File: src/rtl/vec_mul_seq_ctrl.sv
// Vector-multiply pass sequencer: pops a weight tile, loads the PE weights, streams
// input-SRAM reads and emits result-SRAM writes delayed by the array's output latency.
module vec_mul_seq_ctrl #(
    parameter int ADDRESSSIZE = 10,
    parameter int PIPE_LAT    = 10
) (
    input  logic                   clk,
    input  logic                   rstn,
    input  logic                   start,
    input  logic [ADDRESSSIZE-1:0] num_rows,
    input  logic [ADDRESSSIZE-1:0] in_base,
    input  logic [ADDRESSSIZE-1:0] out_base,
    input  logic                   fifo_empty,
    output logic                   fifo_rd_en,
    output logic                   we_rl,
    output logic [ADDRESSSIZE-1:0] sram_rd_addr,
    output logic                   sram_rd_valid,
    output logic                   res_wr_en,
    output logic [ADDRESSSIZE-1:0] res_wr_addr,
    output logic                   busy,
    output logic                   end_,
    output logic                   err
);

    typedef enum logic [2:0] {IDLE, WPOP, WLOAD, FEED, DRAIN, DONE} state_t;

    state_t                 state;
    logic [ADDRESSSIZE-1:0] n_rows;
    logic [ADDRESSSIZE-1:0] in_base_q;
    logic [ADDRESSSIZE-1:0] out_base_q;
    logic [ADDRESSSIZE-1:0] rd_cnt;
    logic [ADDRESSSIZE-1:0] wr_cnt;
    logic [PIPE_LAT-1:0]    dly;
    logic [PIPE_LAT:0]      taps;

    // taps[0] is the registered read strobe; taps[PIPE_LAT] is the write strobe itself,
    // so taps[PIPE_LAT-1] announces a write one cycle ahead for the address register.
    assign taps      = {dly, sram_rd_valid};
    assign res_wr_en = dly[PIPE_LAT-1];

    always_ff @(posedge clk or negedge rstn) begin
        if (!rstn) begin
            state         <= IDLE;
            n_rows        <= '0;
            in_base_q     <= '0;
            out_base_q    <= '0;
            rd_cnt        <= '0;
            fifo_rd_en    <= 1'b0;
            we_rl         <= 1'b0;
            sram_rd_addr  <= '0;
            sram_rd_valid <= 1'b0;
            busy          <= 1'b0;
            end_          <= 1'b0;
            err           <= 1'b0;
        end else begin
            // NOTE: sequential state uses non-blocking assignments only, so every
            // register here sees the pre-edge value of every other register.
            fifo_rd_en <= 1'b0;
            we_rl      <= 1'b0;
            end_       <= 1'b0;
            err        <= 1'b0;
            case (state)
                IDLE: begin
                    if (start) begin
                        if (fifo_empty || num_rows == '0) begin
                            err <= 1'b1;
                        end else begin
                            n_rows     <= num_rows;
                            in_base_q  <= in_base;
                            out_base_q <= out_base;
                            fifo_rd_en <= 1'b1;
                            busy       <= 1'b1;
                            state      <= WPOP;
                        end
                    end
                end
                WPOP: begin
                    we_rl <= 1'b1;
                    state <= WLOAD;
                end
                WLOAD: begin
                    sram_rd_valid <= 1'b1;
                    sram_rd_addr  <= in_base_q;
                    rd_cnt        <= ADDRESSSIZE'(1);
                    state         <= FEED;
                end
                FEED: begin
                    if (rd_cnt == n_rows) begin
                        sram_rd_valid <= 1'b0;
                        state         <= DRAIN;
                    end else begin
                        sram_rd_addr <= in_base_q + rd_cnt;
                        rd_cnt       <= rd_cnt + 1'b1;
                    end
                end
                DRAIN: begin
                    // wr_cnt hits n while the last write is on the bus, so end_ follows it directly
                    if (wr_cnt == n_rows) begin
                        end_  <= 1'b1;
                        state <= DONE;
                    end
                end
                DONE: begin
                    busy  <= 1'b0;
                    state <= IDLE;
                end
                default: state <= IDLE;
            endcase
        end
    end

    always_ff @(posedge clk or negedge rstn) begin
        if (!rstn) begin
            // NOTE: the delay line is reset, unlike a data memory, because a stale
            // strobe surviving an abort would issue a spurious result write.
            dly         <= '0;
            wr_cnt      <= '0;
            res_wr_addr <= '0;
        end else begin
            dly <= taps[PIPE_LAT-1:0];
            if (state == IDLE) begin
                wr_cnt <= '0;
            end else if (taps[PIPE_LAT-1]) begin
                res_wr_addr <= out_base_q + wr_cnt;
                wr_cnt      <= wr_cnt + 1'b1;
            end
        end
    end

endmodule

File: config.mk
export PLATFORM = sky130hd
export DESIGN_NAME = vec_mul_seq_ctrl
export DESIGN_NICKNAME = d
export VERILOG_FILES = /design/src/rtl/vec_mul_seq_ctrl.sv
export SDC_FILE = /design/constraint.sdc
export NUM_CORES = 1
export LEC_CHECK = 0
export ABC_AREA = 1
export CELL_PAD_IN_SITES_DETAIL_PLACEMENT = 1
export CELL_PAD_IN_SITES_GLOBAL_PLACEMENT = 1
export CORE_MARGIN = 8
export CORE_UTILIZATION = 37
export CTS_CLUSTER_DIAMETER = 150
export DETAILED_ROUTE_END_ITERATION = 8
export PLACE_DENSITY = 0.74
export SYNTH_ARGS = -nofsm -noshare
export SYNTH_HDL_FRONTEND = slang
export SYNTH_SLANG_ARGS = --single-unit
File: constraint.sdc
create_clock -name clk -period 1.7 [get_ports clk]
set_input_delay 0.255 -clock clk [delete_from_list [all_inputs] [get_ports clk]]
set_output_delay 0.255 -clock clk [all_outputs]
set_load 0.02 [all_outputs]
* Yosys cells after proc, flatten, opt, wreduce, memory -nomap -nowiden
Index checks and enable logic that the tools add are counted.
Storage, ports and cells: register bits 89, logic and storage cells 70
Cells by class: reductions and logical operators 12, add/subtract/negate cells 4, bitwise logic cells 2, equality and inequality tests 12, muxes and demuxes 25
Operators with widths (number):
- 10-bit 2-to-1 mux | 4
- 10-bit one-hot mux with 2 select lines | 2
- 10-bit by 1-bit adder with 10-bit output (second input constant) | 2
- 10-bit adder | 2
- 10-bit == test | 2
- 3-bit one-hot mux with 5 select lines | 1
- 1-bit 2-to-1 mux | 12
- 3-bit 2-to-1 mux | 4
- 10-bit logical NOT | 1
- 2-bit inequality test (second input constant) | 5
- 3-bit by 2-bit == test with 1-bit output (second input constant) | 2
- 3-bit == test (second input constant) | 2
- 2-bit AND reduction | 3
- 3-bit AND reduction | 2
- 2-bit nonzero test | 3
- 1-bit one-hot mux with 2 select lines | 2
- 4-bit AND reduction | 1
- 3-bit by 1-bit == test with 1-bit output (second input constant) | 1
- 3-bit logical NOT | 1
- 1-bit inverter | 2
- 1-bit logical OR | 1

* Logic depth before layout (Yosys ltp)
word-level depth 5, gate-level depth with buffers 11, mapped depth without buffers 11

* Least setup slack after synthesis
No wires, ideal clock.
path kind reg2reg, from register wr_cnt[0], to register res_wr_addr[6], stages on the path, launching flop included 9, slack -0.035 ns, library setup time 0.083 ns, arrival time 1.653 ns, clock period less this slack 1.735 ns, path buffers 0, path through dfrtp_1 ha_1 fa_1 nand3_1 nand3_1 nand3_1 nand3_1 xor2_1 o21ai_0
Between the ends: word-level cells in the longest chain between the ends 1
Ends and longest elaborated chain:
- start: declaration | line 32 | logic [ADDRESSSIZE-1:0] wr_cnt;
- start signal: assignment | line 125 | wr_cnt <= wr_cnt + 1'b1;
- 10-bit adder | line 124 | res_wr_addr <= out_base_q + wr_cnt;
- end signal: assignment | line 124
- end: declaration | line 19 | output logic [ADDRESSSIZE-1:0] res_wr_addr,
No other way between the ends. A chain may end at the register's enable or synchronous reset.

* Worst setup path in the final report
from register rd_cnt[4], to register rd_cnt[1]
Between the ends: word-level cells in the longest chain between the ends 3
Ends and longest elaborated chain:
- start: declaration | line 31 | logic [ADDRESSSIZE-1:0] rd_cnt;
- start signal: assignment | line 93 | rd_cnt <= rd_cnt + 1'b1;
- 10-bit == test | line 88 | if (rd_cnt == n_rows) begin
- 2-bit inequality test (no source line)
- 2-bit AND reduction (no source line)
No other way between the ends.

==> metrics.txt <==
area leader, netlist dfrtp_1; WL/cell 17.7 um; Mean Syn Cell Area 7.66 um2; yosys warns 0; crit path kind register to register; post-synthesis cell type count 32; Fmax achieved 567 MHz; Least-Margin Pin Slew 0.404 ns; TritonCTS clock tree built; main area contributors after synthesis dfrtp_1 45%, nand2_1 19%, nand3_1 5.2%; final worst-path cycle share 104%; Nets 832; Power, Total 12.1 mW; Sink Count 89; Die Y 131 um; sequence of cells on the critical path buf_6, inv_2, nand2_1, nand2_1, nor2_2, nand3_2, o21ai_4, buf_6, nand3_1, o21ai_0; DR vias 4,841; run status finished, violations left; DRT antenna net count 0; Min-Delay Path Class input pin to asynchronous set/reset pin; vias per std cell 5.06; GR Overflow Total 0; total routed wirelength 16.9 mm; max cap viols 0; Inst Count DP 927; failing checks setup timing; critical path's largest stage delay 0.44 ns; largest net degree at the start of global routing 52; DRT iter0 DRCs 252; DRT Pass-1 Iters 4; Syn Inst Count 640; fin worst setup slack -0.0630 ns; TritonCTS buffer count 9; Longest Clk Path Bufs 2; gp weighted congestion 0.855; Hold Slack 0.264 ns; Worst path top cell family by delay simple AND/OR/NAND/NOR gates; Reg clk slew, reported paths 0.07 ns; worst-path fanout max 19; number of flops mapped to enable cells by yosys 0; WP buf/inv 3; vias in the first global route 5,124; Syn Nets 696; area of the multi-input gates 2820 um2; Core ar. 13,100 um2; Critical Path AT 2.01 ns; Post-DP Area 6160 um2; r2r setup slk -0.06 ns; FILL cells 1,566; DIE AREA 17,200 um2; CTS root buffer clkbuf_16; post-route cell area 7100 um2; Slew Limit Fails 0; effective utilization at floorplan 37.5%; pwr dens 1700 nW/um2; DRC errors left 0; die width 131 um; Critical Path Source Type register; post-layout min period 1.76 ns; first-pass GRT wire length 25.8 mm; Ant. Diodes 0; Slowest-stage cell, CP dfrtp_2; worst clock skew 0.00830 ns; Synth async-reset ratio 100%; RSZ-0062 raised after global routing true; Clk Latency, worst-skew pair 0.36 ns; required time of the critical path 1.95 ns; initial antenna violation count 0; Overall Global Routing Usage 18.3%; Cell Area, Synth 4900 um2; post-DP HPWL 11.5 mm; sequential fraction of the synthesis area 45.4%; share of cells above drive strength 1 25.6%; # setup viols final 13; Synth-to-Final Area Change 44.7%; leakage power 3.50 nW; Rel. slew slack 73.1%; Layout Cells excl Fill 956; H-tree lvl count 3; CP Capture Type register; Fin. Hold Viols 0; area taken by flip-flops and latches 2240 um2; Seq cells post-synth 89; Boundary Pins 61; Most used DFF post-synth dfrtp_1; Worst VDD drop 0.000631 V; Yosys top cell area share 45.4%; Sum Neg Setup Slack -0.259 ns; FP Rows 42; port bufs 60
[metrics by stage]
| stage | setup slack, ns | util [%] |
|---|---|---|
| 2_1_floorplan | -0.00480 | - |
| 3_3_place_gp | -0.250 | 47.1 |
| 3_5_place_dp | -0.327 | 47.1 |
| 4_1_cts | -0.0563 | 49.5 |
| 5_1_grt | -0.131 | 54.2 |
| 6_report | -0.0630 | 54.2 |
[flip-flops by register name (all words and copies together), names as in the netlist]
| signal | flops |
|---|---|
| rd_cnt | 10 |
| fifo_rd_en | 1 |
| res_wr_addr | 10 |
| dly | 10 |
| state | 3 |
| err | 1 |
| in_base_q | 10 |
| out_base_q | 10 |
| we_rl | 1 |
| busy | 1 |
| n_rows | 10 |
| end_ | 1 |
| wr_cnt | 10 |
| sram_rd_valid | 1 |
| sram_rd_addr | 10 |
[worst register-to-register path, stage by stage, from the launching register on]
cell	delay, ns
dfrtp_2	0.44
buf_6	0.13
inv_2	0.03
nand2_1	0.04
nand2_1	0.06
nor2_2	0.12
nand3_2	0.12
o21ai_4	0.23
buf_6	0.22
nand3_1	0.14
o21ai_0	0.14
[power breakdown]
group	switching (mW)	internal [mW]	leakage, nW
logic	3.67	2.89	2.27
registers	0.691	2.86	1.08
clock network	0.852	1.12	0.139
total	5.21	6.88	3.49
[layout by cell type, fill, tap and decap left out, types with 3 or more instances in the layout]
master	instances
nand2_1	218
a21oi_2	5
nor3_1	10
nor2_2	4
inv_1	57
ha_2	4
o21ai_2	7
nand4_1	7
clkinv_2	3
nand2_4	11
nor2_1	31
nor2_4	5
inv_2	8
buf_6	7
o21ai_1	5
buf_4	66
xnor2_1	8
nand3_1	34
buf_12	3
dfrtp_1	80
nand3b_1	3
ha_1	6
ha_4	10
nand3_2	15
clkdlybuf4s50_1	59
nand2_2	17
dfrtp_2	9
xor2_1	16
clkbuf_16	11
o21ai_0	20
a21oi_1	13
[metal layers]
| layer | up-vias | wire (um) | track usage (%) |
|---|---|---|---|
| met1 | 2421 | 6840 | 21.1 |
| met2 | 83 | 9030 | 33.2 |
| met4 | 0 | 521 | 6.71 |
| li1 | 2302 | - | - |
| met3 | 35 | 525 | 3.05 |
| met5 | - | 0 | 0 |
[kinds of logic (layout without fill, tap and decap cells)]
group                      count (synthesis)  after routing  share of synthesized area, %
xor gates and xnor gates                  25             25                          4.47
and+or+nand+nor                          365            365                          30.6
adders and majority gates                 22             22                          5.92
DFF                                       89             89                          45.4
AOI/OAI and AO/OA                         59             59                          6.84
buffers and inverters                     80            220                          6.76
[what timing repair did]
| action | 4_1_cts | 5_1_grt |
|---|---|---|
| hold buffers | 1 | 0 |
| pin swaps | 1 | 20 |
| gates resized for setup | 10 | 115 |
| endpoints found under the setup margin | 9 | 54 |
| endpoints found under the hold margin | 8 | 0 |
| cloned | 0 | 3 |
| buffers inserted | 0 | 10 |
[area by class of cell]
class / count / share of cell area [%]
Multi-Input combinational cell: 471 / 39.7
Sequential cell: 89 / 31.5
Timing Repair Buffer: 138 / 18.1
Inverter: 67 / 3.58
Clock buffer: 11 / 3.28
Tap cell: 176 / 3.10
Clock inverter: 4 / 0.635
[cells in the mapped netlist, types with 2 or more instances]
cell type / count
xor2_1: 17
nand2_1: 244
o21ai_0: 26
buf_2: 4
clkbuf_1: 4
nand3b_1: 3
nand3_1: 51
a31oi_1: 2
o21bai_1: 3
nand4_1: 7
dfrtp_1: 89
inv_2: 7
nand2_2: 2
and3_1: 2
o21ai_2: 6
buf_6: 3
a21oi_1: 18
nor3_1: 12
ha_1: 20
nor2_1: 40
inv_1: 59
o31ai_1: 2
xnor2_1: 8
fa_1: 2
or2_2: 2
[final timing paths]
path / from / endpoint / cells past startpoint
min: rstn / res_wr_addr[4]$_DFFE_PN0P_ / 2
max: rd_cnt[4]$_DFFE_PN0P_ / rd_cnt[1]$_DFFE_PN0P_ / 10
min reg2reg: dly[4]$_DFF_PN0_ / dly[5]$_DFF_PN0_ / 0
max reg2reg: rd_cnt[4]$_DFFE_PN0P_ / rd_cnt[1]$_DFFE_PN0P_ / 10
min in group clk: dly[4]$_DFF_PN0_ / dly[5]$_DFF_PN0_ / 0
max in group asynchronous: rstn / in_base_q[3]$_DFFE_PN0P_ / 3
Note: power is estimated with default switching activity, not from simulation.
